**src/rtl/msrv32_wb_pipe_reg.sv**
```systemverilog
// msrv32_wb_pipe_reg
//   Stage-2 pipeline register feeding the write-enable generator. Captures the
//   write-back payload and RF/CSR write requests, holds them on halt, loads
//   bubbles on flush, and makes sure every instruction presents its write
//   enables and its retire pulse for exactly one cycle.
//
// Parameters:
//   FLUSH_CYCLES  bubble-loading edges per flush, flush edge included (1..7)
//
// Optional feature (macro MSRV32_WB_STALL_CNT_EN):
//   adds stall_cnt_out, a wrapping count of halted edges holding a valid
//   instruction.
//
// Ports:
//   ms_riscv32_mp_clk_in    core clock, rising edge
//   ms_riscv32_mp_rst_n_in  asynchronous active-low reset
//   hlt_in / flush_in       halt (payload holds) / flush (wins over halt)
//   valid_in, rd_addr_in, rf_wr_en_in, csr_wr_en_in, csr_addr_in,
//   wb_mux_sel_in, alu_result_in, pc_plus_4_in   stage-1 instruction payload
//   *_reg_out               registered payload and write requests
//   instret_inc_out         one-cycle retire pulse
//   stall_cnt_out           stall counter (only with MSRV32_WB_STALL_CNT_EN)

module msrv32_wb_pipe_reg #(
  parameter int unsigned FLUSH_CYCLES = 1
) (
  input  logic        ms_riscv32_mp_clk_in,
  input  logic        ms_riscv32_mp_rst_n_in,
  input  logic        hlt_in,
  input  logic        flush_in,
  input  logic        valid_in,
  input  logic [4:0]  rd_addr_in,
  input  logic        rf_wr_en_in,
  input  logic        csr_wr_en_in,
  input  logic [11:0] csr_addr_in,
  input  logic [2:0]  wb_mux_sel_in,
  input  logic [31:0] alu_result_in,
  input  logic [31:0] pc_plus_4_in,
  output logic        valid_reg_out,
  output logic        rf_wr_en_reg_out,
  output logic        csr_wr_en_reg_out,
  output logic [4:0]  rd_addr_reg_out,
  output logic [11:0] csr_addr_reg_out,
  output logic [2:0]  wb_mux_sel_reg_out,
  output logic [31:0] alu_result_reg_out,
  output logic [31:0] pc_plus_4_reg_out,
`ifdef MSRV32_WB_STALL_CNT_EN
  output logic [31:0] stall_cnt_out,
`endif
  output logic        instret_inc_out
);

  localparam bit          MultiFlush = (FLUSH_CYCLES > 1);
  localparam logic [2:0]  RemReload  = 3'(FLUSH_CYCLES - 1);

  typedef enum logic [0:0] {StRun, StFlush} state_e;

  state_e      state_q, state_d;
  logic [2:0]  rem_q, rem_d;
  logic        valid_q, valid_d;
  logic        rf_wr_en_q, rf_wr_en_d;
  logic        csr_wr_en_q, csr_wr_en_d;
  logic        issued_q, issued_d;
  logic        load;

  logic [4:0]  rd_addr_q;
  logic [11:0] csr_addr_q;
  logic [2:0]  wb_mux_sel_q;
  logic [31:0] alu_result_q;
  logic [31:0] pc_plus_4_q;

  // Control next-state. A bubble clears valid/enables but leaves the payload
  // untouched; payload only moves on a real load.
  always_comb begin
    state_d     = state_q;
    rem_d       = rem_q;
    valid_d     = valid_q;
    rf_wr_en_d  = rf_wr_en_q;
    csr_wr_en_d = csr_wr_en_q;
    issued_d    = issued_q;
    load        = 1'b0;

    if (flush_in) begin
      valid_d     = 1'b0;
      rf_wr_en_d  = 1'b0;
      csr_wr_en_d = 1'b0;
      issued_d    = 1'b0;
      if (MultiFlush) begin
        state_d = StFlush;
        rem_d   = RemReload;
      end else begin
        state_d = StRun;
        rem_d   = 3'd0;
      end
    end else if (state_q == StFlush) begin
      valid_d     = 1'b0;
      rf_wr_en_d  = 1'b0;
      csr_wr_en_d = 1'b0;
      issued_d    = 1'b0;
      rem_d       = rem_q - 3'd1;
      if (rem_q <= 3'd1) begin
        state_d = StRun;
        rem_d   = 3'd0;
      end
    end else if (hlt_in) begin
      // Once the first held cycle has gone by, the instruction counts as
      // issued so its enables and retire pulse are not repeated.
      issued_d = valid_q;
    end else begin
      load        = 1'b1;
      valid_d     = valid_in;
      rf_wr_en_d  = valid_in & rf_wr_en_in & (rd_addr_in != 5'd0);
      csr_wr_en_d = valid_in & csr_wr_en_in;
      issued_d    = 1'b0;
    end
  end

  always_ff @(posedge ms_riscv32_mp_clk_in or negedge ms_riscv32_mp_rst_n_in) begin
    if (!ms_riscv32_mp_rst_n_in) begin
      state_q     <= StRun;
      rem_q       <= 3'd0;
      valid_q     <= 1'b0;
      rf_wr_en_q  <= 1'b0;
      csr_wr_en_q <= 1'b0;
      issued_q    <= 1'b0;
    end else begin
      state_q     <= state_d;
      rem_q       <= rem_d;
      valid_q     <= valid_d;
      rf_wr_en_q  <= rf_wr_en_d;
      csr_wr_en_q <= csr_wr_en_d;
      issued_q    <= issued_d;
    end
  end

  always_ff @(posedge ms_riscv32_mp_clk_in or negedge ms_riscv32_mp_rst_n_in) begin
    if (!ms_riscv32_mp_rst_n_in) begin
      rd_addr_q    <= 5'd0;
      csr_addr_q   <= 12'd0;
      wb_mux_sel_q <= 3'd0;
      alu_result_q <= 32'd0;
      pc_plus_4_q  <= 32'd0;
    end else if (load) begin
      rd_addr_q    <= rd_addr_in;
      csr_addr_q   <= csr_addr_in;
      wb_mux_sel_q <= wb_mux_sel_in;
      alu_result_q <= alu_result_in;
      pc_plus_4_q  <= pc_plus_4_in;
    end
  end

`ifdef MSRV32_WB_STALL_CNT_EN
  logic [31:0] stall_cnt_q;
  logic        stall_inc;

  assign stall_inc = (state_q == StRun) & hlt_in & ~flush_in & valid_q;

  always_ff @(posedge ms_riscv32_mp_clk_in or negedge ms_riscv32_mp_rst_n_in) begin
    if (!ms_riscv32_mp_rst_n_in) begin
      stall_cnt_q <= 32'd0;
    end else if (stall_inc) begin
      stall_cnt_q <= stall_cnt_q + 32'd1;
    end
  end

  assign stall_cnt_out = stall_cnt_q;
`endif

  assign valid_reg_out      = valid_q;
  assign rf_wr_en_reg_out   = rf_wr_en_q & ~issued_q;
  assign csr_wr_en_reg_out  = csr_wr_en_q & ~issued_q;
  assign rd_addr_reg_out    = rd_addr_q;
  assign csr_addr_reg_out   = csr_addr_q;
  assign wb_mux_sel_reg_out = wb_mux_sel_q;
  assign alu_result_reg_out = alu_result_q;
  assign pc_plus_4_reg_out  = pc_plus_4_q;
  // A flush in the instruction's first cycle kills its retirement.
  assign instret_inc_out    = valid_q & ~issued_q & ~flush_in;

endmodule

```
**config.mk**
```make
export PLATFORM = sky130hd
export DESIGN_NAME = msrv32_wb_pipe_reg
export DESIGN_NICKNAME = d
export VERILOG_FILES = /design/src/rtl/msrv32_wb_pipe_reg.sv
export SDC_FILE = /design/constraint.sdc
export NUM_CORES = 1
export LEC_CHECK = 0
export ABC_AREA = 1
export BUFFER_PORTS_ARGS = -buffer_cell sky130_fd_sc_hd__buf_2
export CAP_MARGIN = 20
export CORE_ASPECT_RATIO = 0.5
export CORE_MARGIN = 2
export CORE_UTILIZATION = 40
export DETAILED_ROUTE_END_ITERATION = 7
export GPL_TIMING_DRIVEN = 0
export PLACE_DENSITY = 0.71
export SYNTH_ARGS = -nofsm -noshare
export SYNTH_HDL_FRONTEND = slang
export SYNTH_SLANG_ARGS = --single-unit
```
**constraint.sdc**
```tcl
create_clock -name ms_riscv32_mp_clk_in -period 1.7 [get_ports ms_riscv32_mp_clk_in]
set_clock_uncertainty 0.15 [all_clocks]
set_input_delay 0.17 -clock ms_riscv32_mp_clk_in [delete_from_list [all_inputs] [get_ports ms_riscv32_mp_clk_in]]
set_output_delay 0.17 -clock ms_riscv32_mp_clk_in [all_outputs]
set_load 0.02 [all_outputs]
```
**Yosys cells after proc, flatten, opt, wreduce, memory -nomap -nowiden**

Index checks and enable logic that the tools add are counted.

- Bits in registers: 92
- Bits in latches: 0
- Bits in writable memories: 0
- ROM bits: 0
- Input port bits: 91
- Logic and storage cells: 46
- Memories: 0

- $add $sub $neg: 1
- Multiply operators: 0
- Divide/modulo/power cells: 0
- $lt $le $gt $ge: 1
- Equality and inequality tests: 1
- Shifts and indexed selects: 0
- Multiplexer cells: 21
- Bitwise logic cells: 9
- Reductions and logical operators: 2

Operators by type and width:

| cell | number |
|---|---|
| 1-bit two-way mux | 18 |
| 3-bit two-way mux | 3 |
| 1-bit bitwise AND | 7 |
| 5-bit nonzero test | 1 |
| 3-bit by 1-bit less-or-equal comparator with 1-bit output, second input constant | 1 |
| 3-bit by 1-bit != test with 1-bit output, second input constant | 1 |
| 3-bit by 1-bit subtractor with 3-bit output, second input constant | 1 |
| 1-bit inverter | 2 |
| 2-bit nonzero test | 1 |

**Longest topological paths before layout**

Gate-level depths: netlist of the first run.

- Depth after elaboration: 5
- Mapped depth: 7
- Mapped depth without buffers: 6

**Worst setup path after synthesis of the first run**

OpenSTA, ideal clock, no wires.

- Path kind: register to register
- From: register state_q
- To: register alu_result_q[0] (netlist: alu_result_reg_out[0])
- Data arrival time: 1060 ps
- Data required time: 1434 ps
- Slack: 374 ps
- Stages on the path, launching flop included: 7
- Path buffers: 2
- Clock period less this slack: 1326 ps
- Path through: dfrtp_1 > nor2_4 > nand2_2 > buf_4 > buf_2 > nand2_1 > nand2_1

- Cells in the longest elaborated chain, start to end: 2

RTL lines:

| element | line | source |
|---|---|---|
| start: declaration | 58 | `state_e state_q, state_d;` |
| start signal: assignment | 120 | `state_q <= StRun;` |
| start signal: assignment | 127 | `state_q <= state_d;` |
| 1-bit two-way mux | 95 | `end else if (state_q == StFlush) begin` |
| 1-bit two-way mux | 83 | `if (flush_in) begin` |
| end signal: assignment | 147 | `alu_result_q <= alu_result_in;` |
| end: declaration | 69 | `logic [31:0] alu_result_q;` |

Every way passes these cells.
A chain may end at the register's enable or synchronous reset.

**Worst setup path after layout of the first run**

- From: input port flush_in
- To: output port instret_inc_out

- Cells in the longest elaborated chain, start to end: 2

RTL lines:

| element | line | source |
|---|---|---|
| start: declaration | 30 | `input logic flush_in,` |
| 1-bit inverter | 178 | `assign instret_inc_out = valid_q & ~issued_q & ~flush_in;` |
| 1-bit bitwise AND | 178 |  |
| end: declaration | 50 | `output logic instret_inc_out` |

Every way passes these cells.

==> results of run 1 <==
==> power breakdown <==
part | switching, mW | internal, mW | total [mW]
registers | 0.131 | 2.44 | 2.57
logic | 0.767 | 0.532 | 1.30
clock network | 0.768 | 1.25 | 2.02
total | 1.67 | 4.23 | 5.89
==> cells in the mapped netlist (all sizes together) <==
| cell | instances | area (sq um) |
|---|---|---|
| ha | 2 | 25.02 |
| nor2 | 9 | 41.29 |
| inv | 12 | 45.04 |
| nand3 | 6 | 30.03 |
| nor3 | 1 | 5.000 |
| nand2 | 262 | 986.0 |
| o21bai | 1 | 7.510 |
| clkbuf | 4 | 15.01 |
| dfrtp | 92 | 2302 |
| o22ai | 1 | 6.260 |
| o21ai | 2 | 10.01 |
| buf | 14 | 122.6 |
| xor2 | 1 | 8.760 |
==> final cells by class <==
| type | instances | area (sq um) | area share, % |
|---|---|---|---|
| timing repair buffer | 271 | 1837 | 31.14 |
| tap | 117 | 146.4 | 2.482 |
| clock inverter | 1 | 30.03 | 0.5091 |
| clock buffer | 14 | 274.0 | 4.646 |
| multi-input combinational | 285 | 1125 | 19.07 |
| buffer | 18 | 138.9 | 2.355 |
| inverter | 12 | 45.04 | 0.7637 |
| sequential | 92 | 2302 | 39.03 |
==> per-stage QoR <==
step | cell area, sq um | total power [mW]
2_1_floorplan | 3605 | 3.219
6_report | 5898 | 5.892
5_1_grt | 5898 | 6.170
3_5_place_dp | 4672 | 3.730
4_1_cts | 5877 | 5.930
3_3_place_gp | 4642 | 3.698
==> state kept, by name, summed over array words and instances (netlist names) <==
register            count
valid_reg_out           1
rem_q                   3
csr_addr_reg_out       12
rd_addr_reg_out         5
issued_q                1
rf_wr_en_q              1
pc_plus_4_reg_out      32
csr_wr_en_q             1
state_q                 1
alu_result_reg_out     32
wb_mux_sel_reg_out      3
==> cell families after synthesis <==
group	after synthesis	synth area share (%)
AO/OA/AOI/OAI	4	0.6597
XOR/XNOR	1	0.2430
adder cells (fa/ha/maj)	2	0.6941
buffers and inverters	30	5.068
flip-flops	92	63.87
AND/OR/NAND/NOR	278	29.47
==> worst paths after layout <==
check / startpoint / endpoint / slack [ns]
worst max-delay path: flush_in / instret_inc_out / 0.17
worst max register to register: state_q$_DFF_PN0_ / pc_plus_4_reg_out[28]$_DFFE_PN0P_ / 0.23
max in group asynchronous: ms_riscv32_mp_rst_n_in / pc_plus_4_reg_out[9]$_DFFE_PN0P_ / 0.52
worst min-delay path: ms_riscv32_mp_rst_n_in / csr_addr_reg_out[5]$_DFFE_PN0P_ / 0.24
min in group ms_riscv32_mp_clk_in: alu_result_reg_out[26]$_DFFE_PN0P_ / alu_result_reg_out[26]$_DFFE_PN0P_ / 0.32
worst min register to register: alu_result_reg_out[26]$_DFFE_PN0P_ / alu_result_reg_out[26]$_DFFE_PN0P_ / 0.32
==> per-layer routing <==
| layer | up-vias | routed length (microns) | GRT usage (%) |
|---|---|---|---|
| li1 | 1787 | - | - |
| met1 | 1675 | 4177 | 23.55 |
| met5 | - | 0 | 0 |
| met3 | 38 | 470 | 5.619 |
| met4 | 0 | 392 | 10.20 |
| met2 | 125 | 5585 | 41.86 |
==> timing repair <==
action                                  CTS  global route
buffers inserted                          0             2
resized for setup                         0             3
endpoints found under the setup margin    0            44
endpoints found under the hold margin   131             0
hold buffers                             90             0
==> reports/results.tsv, run 1 <==
stage	metric	value	unit
power_and_ir_drop	Power Density	999.0	mW/mm^2
detailed_routing	DR vias/cell	4.475	
synth	Synthesized Nets	500	
clock_tree	TritonCTS clock tree	yes	
cells_and_area	commonest non-fill, non-tap cell in the layout	nand2_1	
timing	post-layout min period	1.533	ns
cells_and_area	Finished Layout Cells	810	
worst_hold_path	class of the worst hold path	primary input to async pin	
cells_and_area	fin util	67.50	%
synth	YS warnings	0	
clock_tree	Max clock buf depth	2	
status	status	finished, final reports clean	
synth	synthesized cell area	0.003605	sq mm
timing	final worst slack	0.1667	ns
detailed_routing	Routed WL per cell	13.12	microns
clock_tree	CTS Buf Count	9	
placement	GPL Wtd Cong	0.8428	
placement	Port-buffer cells	178	
floorplanning	die area	0.009833	sq mm
floorplanning	Die W	138.3	microns
timing	RSZ-0062 raised after global routing	no	
clock_tree	clock-pin slew on the worst setup and hold paths	0.06	ns
timing	final hold slack	0.2407	ns
cells_and_area	area growth from synthesis to layout	63.62	%
timing	max-slew violation count	0	
grt	total gr overflow	0	
timing	setup violators final	0	
synth	Yosys cell types	18	
synth	Seq cells post-synth	92	
worst_setup_path	CP Max Fanout	4	
synth	Synth Area per Inst	8.857	sq um
cells_and_area	most frequent cells in the layout	nand2_1 (261), buf_2 (182), dfrtp_1 (92), dlygate4sd3_1 (90), inv_1 (11)	
timing	Fin. Hold Viols	0	
detailed_routing	via count	3625	
worst_setup_path	CP max stage cell	dlygate4sd3_1	
clock_tree	htree depth	3	
floorplanning	Die Ht	71.13	microns
synth	Syn Inst Count	407	
grt	vias in the first global route	3680	
worst_setup_path	Critical Path End Type	output port	
worst_setup_path	worst setup path category	primary input to output port	
placement	Place WS	0.1665	ns
detailed_routing	Post-Route WL	10630	microns
floorplanning	I/O pins	179	
run	max-capacitance violation count	0	
worst_setup_path	most used cell, CP	buf_2	
synth	sequential area share after synthesis	63.87	%
cells_and_area	Ant. Diodes	0	
detailed_routing	remaining antenna violation count after routing	0	
detailed_routing	drt initial violations	148	
floorplanning	core box area	0.008738	sq mm
floorplanning	initial core utilization	41.25	%
timing	post-route clock period utilization	90.19	%
grt	global-route wire length before repair	17090	microns
worst_setup_path	family with the most delay on the worst path	buffers and inverters	
timing	Slew @ Worst Pin	0.5640	ns
worst_setup_path	Critical Path AT	1.21	ns
worst_setup_path	CP peak stage delay	0.53	ns
timing	Rel. slew slack	62.40	%
detailed_routing	Remaining DRCs	0	
worst_setup_path	FF-to-FF path depth	6	
clock_tree	clock root buffer	clkbuf_16	
grt	largest net degree at the start of global routing	51	
grt	GR Util All Layers	22.06	%
power_and_ir_drop	Max rail drop VDD	0.0005111	V
detailed_routing	drt first pass iters	4	
placement	DP HPWL	6639	microns
floorplanning	Placement Rows	24	
cells_and_area	Total Nets Final	782	
timing	Max Fclk	0.6522	GHz
clock_tree	Clock Sinks	92	
worst_setup_path	Levels on crit path	4	
placement	placed cell count	703	
cells_and_area	FILL cells	676	
clock_tree	clk_lat worst skew	0.33	ns
power_and_ir_drop	Lkg Pwr	3.359	nW
cells_and_area	share of layout cells above drive strength 1	30.59	%
worst_setup_path	CP startpoint kind	primary input	
worst_setup_path	CP bufs+invs	3	
timing	Setup TNS	0	ns
grt	initial antenna violation count	0	
worst_setup_path	crit-path cells	dlygate4sd3_1, buf_2, nor3_1, buf_2	
worst_setup_path	CP required	1.38	ns
Power figures use the tool's default switching activity.
==> run 2: changes to the inputs <==
GPL_ROUTABILITY_DRIVEN = 0   (was default)
PLACE_DENSITY = default   (was 0.71)
PLACE_DENSITY_LB_ADDON = 0.15   (was default)
clock period = 1.9 ns   (was 1.7 ns; I/O delays follow)
==> run 2 against run 1 <==
Compared with the run above: worst setup slack improved by 0.014 ns; critical endpoint is now pc_plus_4_reg_out[11]$_DFFE_PN0P_; flip-flop and latch count did not move; critical path depth rose by 4; largest power group unchanged; largest cell class unchanged; critical path type is now primary input to flip-flop.
==> reports/results.tsv, run 2 (synthesized netlist as in run 1, its figures left out) <==
stage	metric	value	unit	change
status	status	finished, final reports clean		
timing	RSZ-0062 raised after global routing	no		
grt	largest net degree at the start of global routing	57		+12%
power_and_ir_drop	Net Sw Power	1.522	mW	-8.6%
detailed_routing	Routed WL per cell	12.71	microns	-3.1%
worst_setup_path	crit-path cells	dlygate4sd3_1, buf_2, nor2_4, nand2_2, buf_4, buf_2, nand2_1, nand2_1		
floorplanning	Placement Rows	24		unchanged
floorplanning	Die W	138.3	microns	unchanged
cells_and_area	fin util	67.40	%	-0.10 points
cells_and_area	area growth from synthesis to layout	63.38	%	
timing	final hold slack	0.04542	ns	-0.1953 ns
cells_and_area	final instance area	0.005889	sq mm	-0.15%
clock_tree	Max clock buf depth	2		unchanged
power_and_ir_drop	Lkg Pwr	3.339	nW	-0.60%
power_and_ir_drop	sequential share of power	42.9	%	-0.8 points
placement	Place WS	0.3705	ns	+0.2040 ns
cells_and_area	share of layout cells above drive strength 1	30.68	%	+0.089 points
run	max-capacitance violation count	0		unchanged
power_and_ir_drop	Gate power share	21.4	%	-0.6 points
detailed_routing	drt initial violations	147		-0.68%
power_and_ir_drop	Power Density	910.7	mW/mm^2	-8.8%
grt	global-route wire length before repair	16770	microns	-1.9%
timing	final worst slack	0.1803	ns	+0.01353 ns
placement	placed cell count	703		unchanged
detailed_routing	remaining antenna violation count after routing	0		unchanged
clock_tree	clk_lat worst skew	0.33	ns	about the same
clock_tree	htree depth	3		unchanged
grt	GR Util All Layers	21.42	%	-0.64 points
floorplanning	core box area	0.008738	sq mm	unchanged
floorplanning	I/O pins	179		unchanged
cells_and_area	commonest non-fill, non-tap cell in the layout	nand2_1		
clock_tree	TritonCTS clock tree	yes		
detailed_routing	Post-Route WL	10270	microns	-3.4%
worst_setup_path	CP peak stage delay	0.55	ns	+0.02 ns
timing	post-layout min period	1.720	ns	
placement	DP Area	0.004672	sq mm	unchanged
timing	Slew @ Worst Pin	0.4907	ns	-0.07329 ns
timing	Fin. Hold Viols	0		unchanged
detailed_routing	drt first pass iters	4		unchanged
worst_setup_path	Critical Path End Type	flip-flop		
clock_tree	Resize count post-CTS	0		unchanged
clock_tree	clock root buffer	clkbuf_16		
worst_setup_path	CP Max Fanout	10		+6
timing	Max Fclk	0.5815	GHz	
clock_tree	setup bufs post-CTS	0		unchanged
grt	vias in the first global route	3571		-3.0%
detailed_routing	Remaining DRCs	0		unchanged
timing	Rel. slew slack	67.29	%	+4.9 points
placement	Port-buffer cells	178		unchanged
cells_and_area	Total Nets Final	779		-0.38%
clock_tree	clock-pin slew on the worst setup and hold paths	0.06	ns	about the same
floorplanning	die area	0.009833	sq mm	unchanged
worst_setup_path	CP required	1.97	ns	+0.59 ns
clock_tree	CTS Buf Count	9		unchanged
power_and_ir_drop	Max rail drop VDD	0.0005229	V	+2.3%
timing	setup violators final	0		unchanged
power_and_ir_drop	Sw Share	28.37	%	+0.11 points
worst_setup_path	CP max stage cell	dlygate4sd3_1		
timing	max-slew violation count	0		unchanged
worst_setup_path	CP startpoint kind	primary input		
power_and_ir_drop	Int Pwr	3.842	mW	-9.1%
worst_setup_path	family with the most delay on the worst path	buffers and inverters		
power_and_ir_drop	clock power share	35.6	%	+1.3 points
worst_setup_path	worst setup path category	primary input to flip-flop		
grt	initial antenna violation count	0		unchanged
placement	DP HPWL	6680	microns	+0.61%
floorplanning	initial core utilization	41.25	%	unchanged
cells_and_area	Ant. Diodes	0		unchanged
detailed_routing	DR vias/cell	4.425		-1.1%
detailed_routing	via count	3575		-1.4%
worst_hold_path	class of the worst hold path	primary input to flip-flop		
clock_tree	Clock Sinks	92		unchanged
grt	total gr overflow	0		unchanged
worst_setup_path	Critical Path AT	1.79	ns	+0.58 ns
floorplanning	Die Ht	71.13	microns	unchanged
worst_setup_path	CP bufs+invs	4		+1
timing	post-route clock period utilization	90.51	%	
cells_and_area	Finished Layout Cells	808		-0.25%
cells_and_area	most frequent cells in the layout	nand2_1 (261), buf_2 (182), dfrtp_1 (92), dlygate4sd3_1 (89), inv_1 (11)		
run 2: cell types whose count changed in the layout (fill, tap and decap cells not counted), sizes merged:
cell / delta
bufinv: +1
clkbuf: -4
clkinvlp: +3
dlygate4sd3: -1
buf: -2
clkinv: +1
run 2: worst min-delay path: stages:
cell and delay (ns):
buf_2 0.09, inv_1 0.08, o21ai_0 0.11
run 2: final timing paths:
| path | startpoint | end | slack, ns | cells past startpoint |
|---|---|---|---|---|
| max in group asynchronous | ms_riscv32_mp_rst_n_in | pc_plus_4_reg_out[6]$_DFFE_PN0P_ | 0.75 | 3 |
| worst min-delay path | rd_addr_in[4] | rd_addr_reg_out[4]$_DFFE_PN0P_ | 0.05 | 3 |
| worst max-delay path | flush_in | pc_plus_4_reg_out[11]$_DFFE_PN0P_ | 0.18 | 8 |
| min in group asynchronous | ms_riscv32_mp_rst_n_in | csr_addr_reg_out[11]$_DFFE_PN0P_ | 0.21 | 2 |
| worst max register to register | state_q$_DFF_PN0_ | pc_plus_4_reg_out[11]$_DFFE_PN0P_ | 0.36 | 6 |
| worst min register to register | alu_result_reg_out[6]$_DFFE_PN0P_ | alu_result_reg_out[6]$_DFFE_PN0P_ | 0.32 | 2 |
run 2: timing repair:
action / in CTS / in global routing
hold buffers: 89 / 0
setup endpoints to repair: 0 / 0
hold endpoints to repair: 124 / 0
run 2: final cells by class:
| class | instances | area [sq um] |
|---|---|---|
| Fill cell | 702 | 2849 |
| Timing Repair Buffer | 268 | 1812 |
| Multi-Input combinational cell | 285 | 1120 |
| Tap cell | 117 | 146.4 |
| Inverter | 12 | 45.04 |
| Sequential cell | 92 | 2302 |
| Clock buffer | 10 | 239.0 |
| Clock inverter | 6 | 87.58 |
| Buffer | 18 | 137.6 |
run 2: through the flow:
stage	power, mW	setup TNS (ns)
floorplan	2.881	0
global placement	3.312	-39.53
detailed placement	3.339	0
CTS	5.418	0
global route	5.627	0
finish	5.363	0
run 2: power groups by stage:
| stage | logic [mW] | registers (mW) | clock network [mW] |
|---|---|---|---|
| 3_5_place_dp | 1.01 | 2.33 | 0 |
| 5_1_grt | 1.25 | 2.33 | 2.04 |
| 4_1_cts | 1.15 | 2.30 | 1.97 |
| 2_1_floorplan | 0.263 | 2.62 | 0 |
| 6_report | 1.15 | 2.30 | 1.91 |
| 3_3_place_gp | 0.986 | 2.33 | 0 |
run 2: metal layers:
metal	up-vias	wire (microns)	GRT usage (%)
met5	-	0	0
met1	1650	4384	25.67
met4	0	276	9.184
met3	23	509	5.890
li1	1778	-	-
met2	124	5097	37.13
==> run 3: changes to the inputs <==
ABC_AREA = default   (was 1)
==> run 3 against run 2 <==
Compared with the run above: wire length is 9.8% lower; synthesized cell count shrank 46%; hold slack got worse by 0.026 ns; register-to-register slack worse by 0.25 ns; first-iteration DRC count decreased by 30%; non-clock buffer count shrank 7; die area up 6.4%; critical path depth decreased by 2; largest power group unchanged; critical endpoint is now pc_plus_4_reg_out[10]$_DFFE_PN0P_; global-route usage is 3.1 points lower; maximum frequency shrank 3.7%; count of clock-buffer cells in the layout rose by 1.
==> reports/results.tsv, run 3 <==
stage	metric	value	unit	change
timing	Slew @ Worst Pin	0.6904	ns	+0.1997 ns
timing	Max Fclk	0.5601	GHz	-3.7%
synth	Post-synth EDFFs	0		unchanged
timing	RSZ-0062 raised after global routing	no		
synth	asr flop ratio synth	100.0	%	unchanged
grt	total gr overflow	0		unchanged
detailed_routing	Routed WL per cell	14.81	microns	+17%
worst_hold_path	hold path start	hlt_in		
floorplanning	I/O pins	179		unchanged
worst_hold_path	Hold Path End	csr_wr_en_q$_DFFE_PN0P_		
grt	largest net degree at the start of global routing	53		-7.0%
worst_setup_path	CP required	1.97	ns	about the same
cells_and_area	Ant. Diodes	0		unchanged
run	max-capacitance violation count	0		unchanged
detailed_routing	Remaining DRCs	0		unchanged
worst_setup_path	CP startpoint kind	flip-flop		
synth	Synth Area per Inst	17.57	sq um	+98%
cells_and_area	final instance area	0.006093	sq mm	+3.5%
synth	most instantiated cells after synthesis	dfrtp_1 (92), mux2_4 (60), mux2_2 (24)		
synth	Syn Inst Count	219		-46%
power_and_ir_drop	Lkg Pwr	3.023	nW	-9.5%
clock_tree	htree depth	3		unchanged
worst_setup_path	Critical Path End Type	flip-flop		
floorplanning	core box area	0.009384	sq mm	+7.4%
synth	sequential area share after synthesis	59.84	%	-4.0 points
cells_and_area	area growth from synthesis to layout	58.37	%	
cells_and_area	share of layout cells above drive strength 1	57.74	%	+27 points
detailed_routing	drt initial violations	103		-30%
timing	Rel. slew slack	53.97	%	-13 points
detailed_routing	drt first pass iters	4		unchanged
synth	count leader, synth	dfrtp_1		
synth	Seq cells post-synth	92		unchanged
grt	initial antenna violation count	0		unchanged
clock_tree	Clock Sinks	92		unchanged
grt	GR Util All Layers	18.28	%	-3.1 points
grt	vias in the first global route	2950		-17%
placement	DP HPWL	6107	microns	-8.6%
worst_setup_path	Worst R2R Setup Slack	0.11	ns	-0.25 ns
worst_setup_path	FF-to-FF path depth	6		unchanged
placement	Port-buffer cells	178		unchanged
clock_tree	Max clock buf depth	2		unchanged
timing	max-slew violation count	0		unchanged
grt	global-route wire length before repair	14800	microns	-12%
worst_setup_path	Worst R2R End	pc_plus_4_reg_out[10]$_DFFE_PN0P_		
power_and_ir_drop	Max rail drop VDD	0.0004323	V	-17%
worst_setup_path	Worst R2R Start	state_q$_DFF_PN0_		
synth	Synth area leaders	dfrtp_1 (60%), mux2_4 (23%), mux2_2 (7.0%)		
timing	post-layout min period	1.785	ns	+0.06561 ns
worst_setup_path	worst setup path category	flip-flop to flip-flop		
placement	placed cell count	519		-26%
clock_tree	CTS Buf Count	9		unchanged
clock_tree	clk_lat worst skew	0.33	ns	about the same
worst_hold_path	hold depth	3		unchanged
synth	Synthesized Nets	312		-38%
synth	Top FF cell, synth	dfrtp_1		
clock_tree	clock-pin slew on the worst setup and hold paths	0.06	ns	about the same
cells_and_area	commonest non-fill, non-tap cell in the layout	buf_2		
clock_tree	TritonCTS clock tree	yes		
synth	synthesized cell area	0.003847	sq mm	+6.7%
worst_setup_path	Critical Path AT	1.85	ns	+0.06 ns
floorplanning	Die W	142.7	microns	+3.2%
status	status	finished, final reports clean		
clock_tree	clock root buffer	clkbuf_16		
placement	DP Area	0.004912	sq mm	+5.1%
timing	post-route clock period utilization	93.97	%	+3.5 points
cells_and_area	most frequent cells in the layout	buf_2 (177), dfrtp_1 (92), dlygate4sd3_1 (90), mux2_4 (60), mux2_2 (24)		
floorplanning	die area	0.01047	sq mm	+6.4%
worst_hold_path	class of the worst hold path	primary input to flip-flop		
timing	Fin. Hold Viols	0		unchanged
cells_and_area	Finished Layout Cells	625		-23%
detailed_routing	Post-Route WL	9257	microns	-9.8%
detailed_routing	via count	2807		-21%
synth	area leader, netlist	dfrtp_1		
detailed_routing	remaining antenna violation count after routing	0		unchanged
floorplanning	initial core utilization	41.00	%	-0.25 points
cells_and_area	FILL cells	694		-1.1%
synth	Yosys cell types	24		+6
timing	setup violators final	0		unchanged
floorplanning	Die Ht	73.35	microns	+3.1%
cells_and_area	Total Nets Final	592		-24%
power_and_ir_drop	Power Density	898.6	mW/mm^2	-1.3%
worst_setup_path	CP Max Fanout	10		unchanged
synth	YS warnings	0		unchanged
synth	top cell type's share of synthesized area	59.84	%	-4.0 points
detailed_routing	DR vias/cell	4.491		+1.5%
floorplanning	Placement Rows	25		+4.2%
run 3: changes by cell type after synthesis, moves of 3 or more:
cell      change
a21oi_1       +3
buf_12        +7
buf_2         -5
buf_6         -7
clkbuf_1      -4
inv_1         -7
mux2_2       +24
mux2_4       +60
nand2_1     -256
nand3_1       -5
nor2_1        -5
nor2b_1       +3
run 3: repair_timing:
action / CTS / global route
resized for setup: 0 / 0
hold buffers: 90 / 0
setup endpoints to repair: 0 / 0
setup buffers: 0 / 0
hold endpoints to repair: 139 / 0
run 3: per-stage QoR:
stage / hold WS [ns] / util (%) / TNS, ns / power (mW) / worst slack (ns)
2_1_floorplan: -0.2556 / - / 0 / 3.186 / 0.2283
3_3_place_gp: 0.2541 / 52.11 / -25.37 / 3.644 / -0.2813
3_5_place_dp: 0.1238 / 52.35 / 0 / 3.686 / 0.1162
4_1_cts: 0.009811 / 64.93 / 0 / 5.524 / 0.1006
5_1_grt: 0.02795 / 64.93 / 0 / 5.722 / 0.05172
6_report: 0.01946 / 64.93 / 0 / 5.475 / 0.1146
run 3: final cells by class:
| cell class | instances | area [sq um] | share of cell area (%) |
|---|---|---|---|
| Clock inverter | 5 | 37.54 | 0.6160 |
| Inverter | 4 | 15.01 | 0.2464 |
| Sequential cell | 92 | 2302 | 37.78 |
| Buffer | 10 | 166.4 | 2.731 |
| Timing Repair Buffer | 269 | 1814 | 29.77 |
| Multi-Input combinational cell | 113 | 1364 | 22.38 |
| Clock buffer | 11 | 242.7 | 3.984 |
| Tap cell | 121 | 151.4 | 2.485 |
run 3: power breakdown:
| group | switching [mW] | internal [mW] | total, mW |
|---|---|---|---|
| Sequential | 0.138 | 2.23 | 2.36 |
| Combinational | 0.691 | 0.735 | 1.43 |
| Clock | 0.758 | 0.926 | 1.68 |
run 3: kinds of logic (layout without fill, tap and decap cells):
family                   count (synthesis)  count (layout)  synth area share, %
AO/OA/AOI/OAI                            8               8                1.301
adder cells (fa/ha/maj)                  2               2               0.6503
multiplexers                            84              84                30.44
flip-flops                              92              92                59.84
buffers and inverters                   14             299                4.715
AND/OR/NAND/NOR                         19              19                3.057
run 3: per-layer routing:
metal	share of wire, %	vias to the layer above	wire [microns]	GRT usage (%)
met1	42	1381	3928	22.25
li1	-	1319	-	-
met2	52	94	4773	32.59
met5	0	-	0	0
met4	1.4	0	126	5.171
met3	4.6	13	429	4.954
run 3: worst max path at each step:
stage | depth (start not counted) | startpoint | slack (ns) | end
4_1_cts | 6 | state_q$_DFF_PN0_ | 0.10 | pc_plus_4_reg_out[10]$_DFFE_PN0P_
3_3_place_gp | 1 | ms_riscv32_mp_rst_n_in | -0.28 | pc_plus_4_reg_out[30]$_DFFE_PN0P_
6_report | 6 | state_q$_DFF_PN0_ | 0.11 | pc_plus_4_reg_out[10]$_DFFE_PN0P_
5_1_grt | 6 | state_q$_DFF_PN0_ | 0.05 | pc_plus_4_reg_out[10]$_DFFE_PN0P_
2_1_floorplan | 6 | state_q$_DFF_PN0_ | 0.23 | alu_result_reg_out[0]$_DFFE_PN0P_
3_5_place_dp | 6 | state_q$_DFF_PN0_ | 0.12 | pc_plus_4_reg_out[28]$_DFFE_PN0P_
run 3: worst max-delay path: stages (launching register included):
cell     delay, ns
dfrtp_1       0.41
or2_1         0.23
buf_6         0.14
nor2_8        0.10
buf_12        0.17
buf_12        0.15
mux2_4        0.30
